$ cat src/rtl/ysyx_25020047_lsu_pkg.sv
`timescale 1ns/1ps
// ysyx_25020047_lsu_pkg
// Shared encodings for the multi-cycle LSU: access sizes, response error
// codes and the transaction FSM states.
package ysyx_25020047_lsu_pkg;

  localparam logic [1:0] SZ_B = 2'd0;
  localparam logic [1:0] SZ_H = 2'd1;
  localparam logic [1:0] SZ_W = 2'd2;
  localparam logic [1:0] SZ_D = 2'd3;

  localparam logic [1:0] ERR_OK  = 2'd0;
  localparam logic [1:0] ERR_MIS = 2'd1;
  localparam logic [1:0] ERR_BUS = 2'd2;
  localparam logic [1:0] ERR_TMO = 2'd3;

  typedef enum logic [1:0] {
    S_IDLE,
    S_REQ,
    S_WAIT,
    S_RESP
  } lsu_state_e;

endpackage

$ cat src/rtl/ysyx_25020047_lsu_align.sv
`timescale 1ns/1ps
// ysyx_25020047_lsu_align
// Combinational lane logic shared by stores and loads.
//   size, uns, off      : access size, zero-extend flag, byte offset in word
//   st_data             : LSB-aligned store data
//   st_wdata, st_wstrb  : store data / byte strobe shifted to the byte lane
//   ld_raw              : full aligned read word from memory
//   ld_data             : selected lane(s), sign- or zero-extended
module ysyx_25020047_lsu_align
  import ysyx_25020047_lsu_pkg::*;
#(
  parameter int unsigned DATA_W = 32
) (
  input  logic [1:0]                  size,
  input  logic                        uns,
  input  logic [$clog2(DATA_W/8)-1:0] off,
  input  logic [DATA_W-1:0]           st_data,
  output logic [DATA_W-1:0]           st_wdata,
  output logic [DATA_W/8-1:0]         st_wstrb,
  input  logic [DATA_W-1:0]           ld_raw,
  output logic [DATA_W-1:0]           ld_data
);

  localparam int unsigned STRB_W = DATA_W / 8;

  logic [STRB_W-1:0] strb_base;
  logic [DATA_W-1:0] ld_sh;
  logic [DATA_W-1:0] keep;
  logic              sbit;
  int unsigned       nbits;

  always_comb begin
    // 1/3/F/FF; a dword base collapses to all-ones on a 32-bit bus
    strb_base = STRB_W'((32'd1 << (32'd1 << size)) - 32'd1);
    st_wstrb  = strb_base << off;
    st_wdata  = st_data << {off, 3'b000};

    ld_sh = ld_raw >> {off, 3'b000};
    nbits = 32'd8 << size;
    keep  = (nbits >= DATA_W) ? '1 : ((DATA_W'(1) << nbits) - DATA_W'(1));
    case (size)
      SZ_B:    sbit = ld_sh[7];
      SZ_H:    sbit = ld_sh[15];
      SZ_W:    sbit = ld_sh[31];
      default: sbit = ld_sh[DATA_W-1];
    endcase
    ld_data = (ld_sh & keep) | ({DATA_W{~uns & sbit}} & ~keep);
  end

endmodule

$ cat src/rtl/ysyx_25020047_lsu_mc.sv
`timescale 1ns/1ps
// ysyx_25020047_lsu_mc
// Multi-cycle load/store unit between EXU and the data-memory port.
//   req_*  : EXU request handshake (we, size, unsigned, addr, wdata)
//   resp_* : WBU result handshake (extended load data, error code)
//   mem_*  : memory request (valid/ready) and response (rvalid/rdata/rerr)
// One transaction at a time; misaligned requests answer without touching
// memory, and a wait of 2^TMO_W-1 cycles ends the access with a timeout.
module ysyx_25020047_lsu_mc
  import ysyx_25020047_lsu_pkg::*;
#(
  parameter int unsigned DATA_W = 32,
  parameter int unsigned ADDR_W = 32,
  parameter int unsigned TMO_W  = 8
) (
  input  logic                clk,
  input  logic                rst_n,
  input  logic                req_valid,
  output logic                req_ready,
  input  logic                req_we,
  input  logic [1:0]          req_size,
  input  logic                req_unsigned,
  input  logic [ADDR_W-1:0]   req_addr,
  input  logic [DATA_W-1:0]   req_wdata,
  output logic                resp_valid,
  input  logic                resp_ready,
  output logic [DATA_W-1:0]   resp_rdata,
  output logic [1:0]          resp_err,
  output logic                mem_valid,
  input  logic                mem_ready,
  output logic                mem_we,
  output logic [ADDR_W-1:0]   mem_addr,
  output logic [DATA_W-1:0]   mem_wdata,
  output logic [DATA_W/8-1:0] mem_wstrb,
  input  logic                mem_rvalid,
  input  logic [DATA_W-1:0]   mem_rdata,
  input  logic                mem_rerr
);

  localparam int unsigned STRB_W = DATA_W / 8;
  localparam int unsigned OFF_W  = $clog2(STRB_W);
  // Last count value before the timeout fires: 2^TMO_W-1 waiting cycles.
  localparam logic [TMO_W-1:0] TMO_LAST = {{(TMO_W-1){1'b1}}, 1'b0};

  lsu_state_e        state_q, state_d;
  logic              we_q, uns_q;
  logic [1:0]        size_q;
  logic [ADDR_W-1:0] addr_q;
  logic [DATA_W-1:0] wdata_q;
  logic [TMO_W-1:0]  cnt_q, cnt_d;
  logic [DATA_W-1:0] rdata_q, rdata_d;
  logic [1:0]        err_q, err_d;
  logic              latch, rsp_set, done, mis, in_req;
  logic [DATA_W-1:0] ld_data, st_wdata;
  logic [STRB_W-1:0] st_wstrb;

  ysyx_25020047_lsu_align #(
    .DATA_W(DATA_W)
  ) u_align (
    .size    (size_q),
    .uns     (uns_q),
    .off     (addr_q[OFF_W-1:0]),
    .st_data (wdata_q),
    .st_wdata(st_wdata),
    .st_wstrb(st_wstrb),
    .ld_raw  (mem_rdata),
    .ld_data (ld_data)
  );

  always_comb begin
    case (req_size)
      SZ_B:    mis = 1'b0;
      SZ_H:    mis = req_addr[0];
      SZ_W:    mis = |req_addr[1:0];
      default: mis = (DATA_W == 32) || (|req_addr[2:0]);
    endcase
  end

  always_comb begin
    state_d    = state_q;
    cnt_d      = cnt_q;
    latch      = 1'b0;
    rsp_set    = 1'b0;
    rdata_d    = '0;
    err_d      = ERR_OK;
    done       = 1'b0;
    req_ready  = 1'b0;
    mem_valid  = 1'b0;
    resp_valid = 1'b0;
    case (state_q)
      S_IDLE: begin
        req_ready = 1'b1;
        if (req_valid) begin
          latch = 1'b1;
          cnt_d = '0;
          if (mis) begin
            state_d = S_RESP;
            rsp_set = 1'b1;
            err_d   = ERR_MIS;
          end else begin
            state_d = S_REQ;
          end
        end
      end
      S_REQ, S_WAIT: begin
        mem_valid = (state_q == S_REQ);
        done      = (state_q == S_REQ) ? (mem_ready & mem_rvalid) : mem_rvalid;
        // A response in the same cycle as the final count still completes.
        if (done) begin
          state_d = S_RESP;
          rsp_set = 1'b1;
          err_d   = mem_rerr ? ERR_BUS : ERR_OK;
          rdata_d = (!we_q && !mem_rerr) ? ld_data : '0;
        end else if (cnt_q == TMO_LAST) begin
          state_d = S_RESP;
          rsp_set = 1'b1;
          err_d   = ERR_TMO;
        end else begin
          cnt_d = cnt_q + 1'b1;
          if (state_q == S_REQ && mem_ready) state_d = S_WAIT;
        end
      end
      S_RESP: begin
        resp_valid = 1'b1;
        if (resp_ready) state_d = S_IDLE;
      end
      default: state_d = S_IDLE;
    endcase
  end

  always_ff @(posedge clk or negedge rst_n) begin
    if (!rst_n) state_q <= S_IDLE;
    else        state_q <= state_d;
  end

  always_ff @(posedge clk or negedge rst_n) begin
    if (!rst_n) begin
      we_q    <= 1'b0;
      uns_q   <= 1'b0;
      size_q  <= SZ_B;
      addr_q  <= '0;
      wdata_q <= '0;
      cnt_q   <= '0;
      rdata_q <= '0;
      err_q   <= ERR_OK;
    end else begin
      cnt_q <= cnt_d;
      if (latch) begin
        we_q    <= req_we;
        uns_q   <= req_unsigned;
        size_q  <= req_size;
        addr_q  <= req_addr;
        wdata_q <= req_wdata;
      end
      if (rsp_set) begin
        rdata_q <= rdata_d;
        err_q   <= err_d;
      end
    end
  end

  assign in_req     = (state_q == S_REQ);
  assign mem_we     = in_req & we_q;
  assign mem_addr   = in_req ? (addr_q & ~ADDR_W'(STRB_W - 1)) : '0;
  assign mem_wdata  = in_req ? st_wdata : '0;
  assign mem_wstrb  = in_req ? st_wstrb : '0;
  assign resp_rdata = rdata_q;
  assign resp_err   = err_q;

endmodule

$ cat config.mk
export PLATFORM = sky130hd
export DESIGN_NAME = ysyx_25020047_lsu_mc
export DESIGN_NICKNAME = d
export VERILOG_FILES = /design/src/rtl/ysyx_25020047_lsu_pkg.sv /design/src/rtl/ysyx_25020047_lsu_align.sv /design/src/rtl/ysyx_25020047_lsu_mc.sv
export SDC_FILE = /design/constraint.sdc
export NUM_CORES = 1
export LEC_CHECK = 0
export BUFFER_PORTS_ARGS = -buffer_cell sky130_fd_sc_hd__buf_2
export CAP_MARGIN = 20
export CORE_ASPECT_RATIO = 1.1
export CORE_MARGIN = 5
export CORE_UTILIZATION = 26
export CTS_CLUSTER_DIAMETER = 40
export DETAILED_ROUTE_END_ITERATION = 10
export GPL_TIMING_DRIVEN = 0
export PLACE_DENSITY = 0.47
export RECOVER_POWER = 25
export SYNTH_ARGS = -nofsm -noshare
export SYNTH_HDL_FRONTEND = slang
export SYNTH_SLANG_ARGS = --single-unit
$ cat constraint.sdc
create_clock -name clk -period 3 [get_ports clk]
set_clock_uncertainty 0.1 [all_clocks]
set_input_delay 0.15 -clock clk [delete_from_list [all_inputs] [get_ports clk]]
set_output_delay 0.15 -clock clk [all_outputs]
set_load 0.01 [all_outputs]
# == Yosys cells after proc, flatten, opt, wreduce, memory -nomap -nowiden ==
# Index checks and enable logic that the tools add are counted.
# classes
add_sub_neg,3
multipliers,0
div_mod_pow,0
order_cmp,1
eq_ne,12
n_shift,7
muxes,37
bitwise_logic,8
reduce_logical,12
# op_table
op,count
$mux 32,6
$and 32x32->32,2
$ge 32x6->1 const B,1
$not 32->32,1
$or 32x32->32,1
$shl 1x2->32 const A,1
$shl 1x32->32 const A,1
$shl 1x32->4 const A,1
$shl 32x5->32,1
$shl 4x2->32 const A,1
$shr 32x5->32,1
$sub 32x1->32 const B,1
$mux 8,3
$mux 2,9
$pmux 8 s2,1
$mux 1,12
$add 8x1->8 const B,1
$eq 8x8->1 const B,1
$ne 2x2->1 const B,4
$eq 2x1->1 const B,3
$eq 2x2->1 const B,3
$logic_not 2->1,3
$pmux 2 s3,1
$mux 4,1
other kinds (14),20
# word_totals
reg_bits,112
latchBits,0
ram_bits,0
rom_bits,0
inputBits,107
mem_count,0

# == Depth between registers and ports, before layout ==
# Gate-level depths: netlist of the first run.
# depth
word_depth,10
ltp_mapped,9
mapped_depth_nobuf,7

# == Modules after synthesis ==
# Synthesis of the first run repeated with hierarchy kept, for this count alone.
# unflattened
hier_cells,584
area_unflattened_um2,6266.0
# modules_own_cells
module,instances,cells_per_inst,area_each_um2,seq_area_each_um2
ysyx_25020047_lsu_mc,1,378,4948.5,2802.7
ysyx_25020047_lsu_align,1,206,1317.5,0.0

# == Worst setup path after synthesis of the first run ==
# No wires, ideal clock.
# synth_path
kind,flip-flop to flip-flop
startpoint,reg size_q[0]
endpoint,"reg rdata_q[22], in the netlist resp_rdata[22]"
setup_ns,0.092
t_arrival_ns,2.151
t_required_ns,2.808
slack_ns,0.658
stages_incl_launch_ff,10
period_less_slack_ns,2.342
cell_sequence,dfrtp_1 clkbuf_1 nor2_1 inv_1 ha_1 a21oi_2 o31a_1 o21bai_4 buf_6 o31ai_2
# synth_via
elab_chain_cells,10
# synth_rtl
item,line_no,text
"start, declared",ysyx_25020047_lsu_mc.sv:47,logic [1:0] size_q;
"start signal, assigned",ysyx_25020047_lsu_mc.sv:151,size_q <= req_size;
$shl 4x2->32,ysyx_25020047_lsu_align.sv:39,nbits = 32'd8 << size;
$shl 1x32->32,ysyx_25020047_lsu_align.sv:40,keep = (nbits >= DATA_W) ? '1 : ((DATA_W'(1) << nbits) - DATA_W'(1));
$sub 32x1->32,ysyx_25020047_lsu_align.sv:40,
$mux 32,ysyx_25020047_lsu_align.sv:40,
$not 32->32,ysyx_25020047_lsu_align.sv:47,ld_data = (ld_sh & keep) | ({DATA_W{~uns & sbit}} & ~keep);
$and 32x32->32,ysyx_25020047_lsu_align.sv:47,
$or 32x32->32 *,ysyx_25020047_lsu_align.sv:47,
$mux 32 *,ysyx_25020047_lsu_mc.sv:113,rdata_d = (!we_q && !mem_rerr) ? ld_data : '0;
$mux 32 *,ysyx_25020047_lsu_mc.sv:109,if (done) begin
$mux 32 *,ysyx_25020047_lsu_mc.sv:90,case (state_q)
"end signal, assigned",ysyx_25020047_lsu_mc.sv:156,rdata_q <= rdata_d;
"end, declared",ysyx_25020047_lsu_mc.sv:51,"logic [DATA_W-1:0] rdata_q, rdata_d;"
# Mark *: on every way between the ends. The rest lies on a longest branch, timed or not.
# A chain may end at the register's enable or synchronous reset.

# == Final worst setup path of the first run ==
# layout_path
startpoint,reg addr_q[0]
endpoint,out mem_wstrb[3]
# layout_via
elab_chain_cells,2
# layout_rtl
item,line_no,text
"start, declared",ysyx_25020047_lsu_mc.sv:48,logic [ADDR_W-1:0] addr_q;
"start signal, assigned",ysyx_25020047_lsu_mc.sv:152,addr_q <= req_addr;
$shl 4x2->4,ysyx_25020047_lsu_align.sv:35,st_wstrb = strb_base << off;
$mux 4,ysyx_25020047_lsu_mc.sv:166,assign mem_wstrb = in_req ? st_wstrb : '0;
"end, declared",ysyx_25020047_lsu_mc.sv:34,"output logic [DATA_W/8-1:0] mem_wstrb,"
# Every way passes these cells.

==> results_dict.tcl, run 1 <==
set metrics [dict create \
    hold_depth 3 \
    clk_pin_slew_ns 0.08 \
    start_util_pct 26.21 \
    synthDistinctLibCells 53 \
    antenna_left 0 \
    htree_levels 3 \
    critical_path.max_fanout 10 \
    hold_viol 0 \
    netlist_area_sq_um 6152 \
    fin_nets 983 \
    period_needed_ns 2.844 \
    fp.dieW_microns 156.7 \
    die-height_microns 171.3 \
    fin_util_pct 36.58 \
    ys_async_sr_fraction_pct 100.0 \
    synth.top_cell.area_share_pct 45.56 \
    netlist_instances 572 \
    synth_edf_count 0 \
    p_clk_share_pct 14.4 \
    startpoint_type "register" \
    finalSetupViolCount 0 \
    grt_setup_unrepaired "yes" \
    crit_top_cell "buf_2" \
    grt_antenna_before_repair 1 \
    max_cap_viol_count 0 \
    cts_sinks 112 \
    seqPwrFrac_pct 31.6 \
    io_pins 213 \
    peakVddDrop_mv 0.3985 \
    hpwlAfterDp_microns 15920 \
    area_growth_pct 39.58 \
    path_cells "buf_2 -> buf_2 -> clkbuf_1 -> a211oi_1 -> a211oi_1 -> buf_2" \
    numPortBuffers 210 \
    max_slew_margin_pct 5.072 \
    synth_common_cells "dfrtp_1, mux2_2, nor2_1" \
    ys_seq_area_share_pct 45.56 \
    core_area_sq_um 23480 \
    yosys.cell_count.top_type "dfrtp_1" \
    grt-ovfl-total 0 \
    critPathCaptureType "primary output" \
    dieArea_sq_um 26840 \
    ys_ff_latch 112 \
    routabilityCongestion 0.8160 \
    grt_max_degree 64 \
    drt-vias-per-instance 4.608 \
    intPower_w 0.004680 \
    cp_data_arrival_time_ns 2.59 \
    final_area_sq_um 8587 \
    firstDrtPassIters 4 \
    tightestPinTransition_ns 1.424 \
    holdCritPathClass "in -> reg" \
    root_buffer "clkbuf_16" \
    first_global_vias 5942 \
    drv_slew 0 \
    cts_tree "built" \
    wl_per_cell_microns 18.25 \
    post-route-period-util_pct 94.82 \
    fillCellCount 2451 \
    crit_path_top_delay_cell "clkbuf_1" \
    p_switching_w 0.003610 \
    clk_latency_ns 0.35 \
    regArea_sq_um 2803 \
    num_vias 5424 \
    drtIter0Drc 226 \
    synth_top_cell_by_area "dfrtp_1" \
    critPathKind "reg -> out" \
    synth_area_leaders "dfrtp_1, mux2_2, mux2i_1" \
    max_freq_mhz 351.6 \
    multi_input_area_sq_um 3124 \
    power_frac_comb_pct 54.0 \
    grt_use_total_pct 15.67 \
    max_stage_delay_ns 0.53 \
    cts_buffer_depth 2 \
    yosysWarnings 0 \
    status "complete, no violations" \
    required_ns 2.75 \
    netSwitchingFraction_pct 43.54 \
    power_density_nw_per_um2 965.4 \
    r2r_cells 7 \
    grt_first_pass_wirelength_microns 33040 \
    fp-row-count 59 \
    synth_area_per_cell_sq_um 10.76 \
    postPlaceCellArea_sq_um 7622 \
    synth_flop_cell "dfrtp_1" \
    cts_buffers 9 \
    remaining_drc_errors 0 \
    p_total_w 0.008290 \
    p_leak_nw 4.002 \
    wl_microns 21480 \
    drive_above_1_share_pct 36.17 \
]
[kinds of logic (layout without fill, tap and decap cells)]
group                    after synthesis  after routing  synth area share [%]
AO/OA/AOI/OAI                        118            118                 14.24
XOR/XNOR                               6              6                0.8542
adder cells (fa/ha/maj)               10             10                 2.034
buffers and inverters                 53            351                 4.006
flip-flops                           112            112                 45.56
multiplexers                         115            115                 20.30
other                                  1              3               0.06095
AND/OR/NAND/NOR                      157            157                 12.96
[what timing repair did]
| item | 4_1_cts | 5_1_grt |
|---|---|---|
| hold endpoints to repair | 117 | 0 |
| pin swaps | 0 | 1 |
| resized for setup | 5 | 4 |
| hold buffers | 69 | 0 |
| setup endpoints to repair | 24 | 11 |
| setup buffers | 0 | 2 |
[critical path: cells and delay by family (launching register included)]
kind            cells  cell delay, ns
flops               1            0.42
compound gates      2            0.45
buf+inv             4            1.35
[registers in the layout (all words and copies together), names as in the netlist]
| register | count |
|---|---|
| addr_q | 32 |
| cnt_q | 8 |
| resp_err | 2 |
| resp_rdata | 32 |
| size_q | 2 |
| state_q | 2 |
| uns_q | 1 |
| wdata_q | 32 |
| we_q | 1 |
[placed cells by master, fill, tap and decap left out, types with 25 or more instances in the layout]
cell / Yosys / layout
a21oi_1: 25 / 25
clkbuf_1: 22 / 52
and2_1: 41 / 41
mux2i_1: 37 / 37
dlygate4sd3_1: 0 / 69
dfrtp_1: 112 / 112
nand2_1: 36 / 36
mux2_2: 78 / 78
buf_2: 8 / 185
nor2_1: 44 / 42
[area by class of cell]
| class | count | share of cell area [%] |
|---|---|---|
| multi-input cells | 408 | 36.38 |
| flip-flops and latches | 112 | 32.64 |
| repair buffers | 282 | 20.31 |
| well taps | 305 | 4.444 |
| clock buffers | 9 | 2.623 |
| plain buffers | 42 | 2.419 |
| clock inverters | 7 | 0.6265 |
| inverters | 11 | 0.5246 |
| diodes | 1 | 0.02914 |
[metal layers]
layer  GRT usage [%]  routed length, microns  vias up
met1           20.03                    9551     2613
met3           3.246                    1358       32
li1                -                       -     2608
met2           26.57                   10080      171
met4           5.019                     484        0
met5               0                       0        -
[final timing paths]
kind	from	to	slack, ns
hold reg to reg	resp_rdata[1]	resp_rdata[1]	0.38
hold / removal	mem_rerr	resp_err[1]	0.03
max in group asynchronous	rst_n	wdata_q[16]	1.25
min in group asynchronous	rst_n	resp_rdata[5]	0.56
setup / recovery	addr_q[0]	mem_wstrb[3]	0.16
setup reg to reg	state_q[1]	resp_rdata[5]	0.28
[power by group through the flow]
| stage | Clock, W | Sequential, W | Combinational (W) |
|---|---|---|---|
| 2_1_floorplan | 0 | 0.00257 | 0.00294 |
| 3_3_place_gp | 0 | 0.00263 | 0.00441 |
| 3_5_place_dp | 0 | 0.00264 | 0.00445 |
| 4_1_cts | 0.00124 | 0.00261 | 0.00455 |
| 5_1_grt | 0.00128 | 0.00271 | 0.00493 |
| 6_report | 0.00119 | 0.00262 | 0.00448 |
[through the flow]
step	setup WS, ns	hold slack, ns	std cells	setup TNS [ns]
after floorplan	0.6577	-0.2456	573	0
after global placement	-0.1331	0.2828	1088	-1.081
after detailed placement	-0.1120	0.05230	1089	-0.8686
after CTS	0.01159	0.005036	1174	0
after global routing	-0.03358	0.05312	1177	-0.03862
final	0.1555	0.03065	1177	0
(Power assumes the default switching activity.)
==> inputs of run 2 (changes only) <==
--- a/config.mk
+++ b/config.mk
@@ -12,7 +12,6 @@
 export CORE_UTILIZATION = 26
 export CTS_CLUSTER_DIAMETER = 40
 export DETAILED_ROUTE_END_ITERATION = 10
-export GPL_TIMING_DRIVEN = 0
 export PLACE_DENSITY = 0.47
 export RECOVER_POWER = 25
 export SYNTH_ARGS = -nofsm -noshare
==> results_dict.tcl, run 2 (same netlist as run 1, synthesis figures left out) <==
set metrics [dict create \
    status "complete, no violations" \
    start_util_pct 26.21 \
    wl_per_cell_microns 16.84 \
    p_leak_nw 4.126 \
    period_needed_ns 2.575 \
    num_vias 5304 \
    hpwlAfterDp_microns 14010 \
    drtIter0Drc 166 \
    netSwitchingFraction_pct 41.00 \
    p_switching_w 0.003371 \
    cts_tree "built" \
    intPower_w 0.004851 \
    grt_max_degree 70 \
    cts_buffer_depth 2 \
    numPortBuffers 210 \
    max_stage_delay_ns 0.46 \
    tightestPinTransition_ns 0.9731 \
    fp.dieW_microns 156.7 \
    clk_pin_slew_ns 0.08 \
    grt_first_pass_wirelength_microns 31110 \
    antenna_left 0 \
    post-route-period-util_pct 85.82 \
    finalNonFillerCells 1149 \
    clk_latency_ns 0.35 \
    hold_viol 0 \
    cts_buffers 9 \
    cts_sinks 112 \
    power_density_nw_per_um2 960.3 \
    max_freq_mhz 388.4 \
    crit_path_top_delay_cell "or2b_1" \
    grt_setup_unrepaired "no" \
    required_ns 2.75 \
    power_frac_comb_pct 51.4 \
    critPathCaptureType "primary output" \
    postCtsSetupBuffers 0 \
    wl_microns 19350 \
    cp_data_arrival_time_ns 2.32 \
    mostFrequentLayoutCells "buf_2, dfrtp_1, mux2_2" \
    area_growth_pct 39.17 \
    first_global_vias 5772 \
    htree_levels 3 \
    p_clk_share_pct 16.5 \
    finalSetupViolCount 0 \
    die-height_microns 171.3 \
    final.setup.tns_ns 0 \
    setup_ws_ns 0.4253 \
    p_total_w 0.008222 \
    path_cells "inv_1 -> ha_1 -> or2b_1 -> nor2_1 -> buf_4 -> and2_1 -> buf_2" \
    layout_commonest_cell "buf_2" \
    firstDrtPassIters 4 \
    core_area_sq_um 23480 \
    remaining_drc_errors 0 \
    holdCritPathClass "in -> reg" \
    seqPwrFrac_pct 32.1 \
    root_buffer "clkbuf_16" \
    routabilityCongestion 0.8000 \
    grt-ovfl-total 0 \
    critical_path.max_fanout 10 \
    grt_use_total_pct 14.41 \
    io_pins 213 \
    dp_cells 1063 \
    drive_above_1_share_pct 40.57 \
    critPathKind "reg -> out" \
    fp-row-count 59 \
    detailedPlace.worstSlack_ns 0.5830 \
    fin_util_pct 36.47 \
    startpoint_type "register" \
    grt_antenna_before_repair 1 \
    fin_nets 955 \
    max_cap_viol_count 0 \
    drv_slew 0 \
    max_slew_margin_pct 35.13 \
    drt-vias-per-instance 4.616 \
    dieArea_sq_um 26840 \
    peakVddDrop_mv 0.4309 \
]
## run 2: changes by cell type in the layout (fill, tap and decap cells not counted), sizes merged
| cell | previous run | this run |
|---|---|---|
| buf | 200 | 225 |
| bufinv | 0 | 2 |
| clkbuf | 64 | 11 |
| clkinvlp | 3 | 0 |
| inv | 13 | 14 |
## run 2: worst paths after layout
| kind | slack (ns) | to | startpoint | cells past startpoint |
|---|---|---|---|---|
| worst min-delay path | 0.04 | resp_err[1] | mem_rerr | 3 |
| min in group asynchronous | 0.19 | resp_rdata[3] | rst_n | 2 |
| worst max register to register | 0.57 | resp_rdata[20] | state_q[1] | 7 |
| worst max-delay path | 0.43 | mem_wdata[0] | state_q[1] | 7 |
| max in group asynchronous | 1.27 | wdata_q[6] | rst_n | 3 |
| worst min register to register | 0.38 | resp_rdata[0] | resp_rdata[0] | 2 |
## run 2: final cells by class
cell class | count | area [sq um]
multi-input cells | 408 | 3128
diodes | 1 | 2.502
fillers | 2431 | 14910
repair buffers | 296 | 1878
clock buffers | 9 | 225.2
well taps | 305 | 381.6
clock inverters | 7 | 100.1
inverters | 11 | 41.29
flip-flops and latches | 112 | 2805
## run 2: repair_timing
action | CTS | global route
hold endpoints to repair | 180 | 0
hold buffers | 69 | 0
resized for setup | 0 | 0
## run 2: through the flow
step / cell area (sq um) / hold slack [ns]
floorplan: 6156 / -0.2456
global placement: 7550 / -0.1156
detailed placement: 7550 / -0.1149
CTS: 8566 / 0.01916
global route: 8559 / 0.06545
finish: 8562 / 0.03511
## run 2: power by group through the flow
stage	Clock, W	Combinational (W)	Sequential, W
after floorplan	0	0.00294	0.00257
after global placement	0	0.00422	0.00266
after detailed placement	0	0.00423	0.00267
after CTS	0.00142	0.00432	0.00264
after global routing	0.00146	0.00474	0.00273
final	0.00136	0.00423	0.00264
## run 2: routing by layer
layer  vias up  wire [microns]  track usage (%)
met5         -              13                0
met4         2             265            3.396
met1      2565            8358            18.14
li1       2547               -                -
met2       169            9367            24.65
met3        21            1344            3.951
## run 2: critical path: cells and delay by family (launching register included)
family | cells | cell delay (ns)
adder cells (fa/ha/maj) | 1 | 0.32
buffers and inverters | 3 | 0.48
flip-flops | 1 | 0.42
AND/OR/NAND/NOR | 3 | 0.75
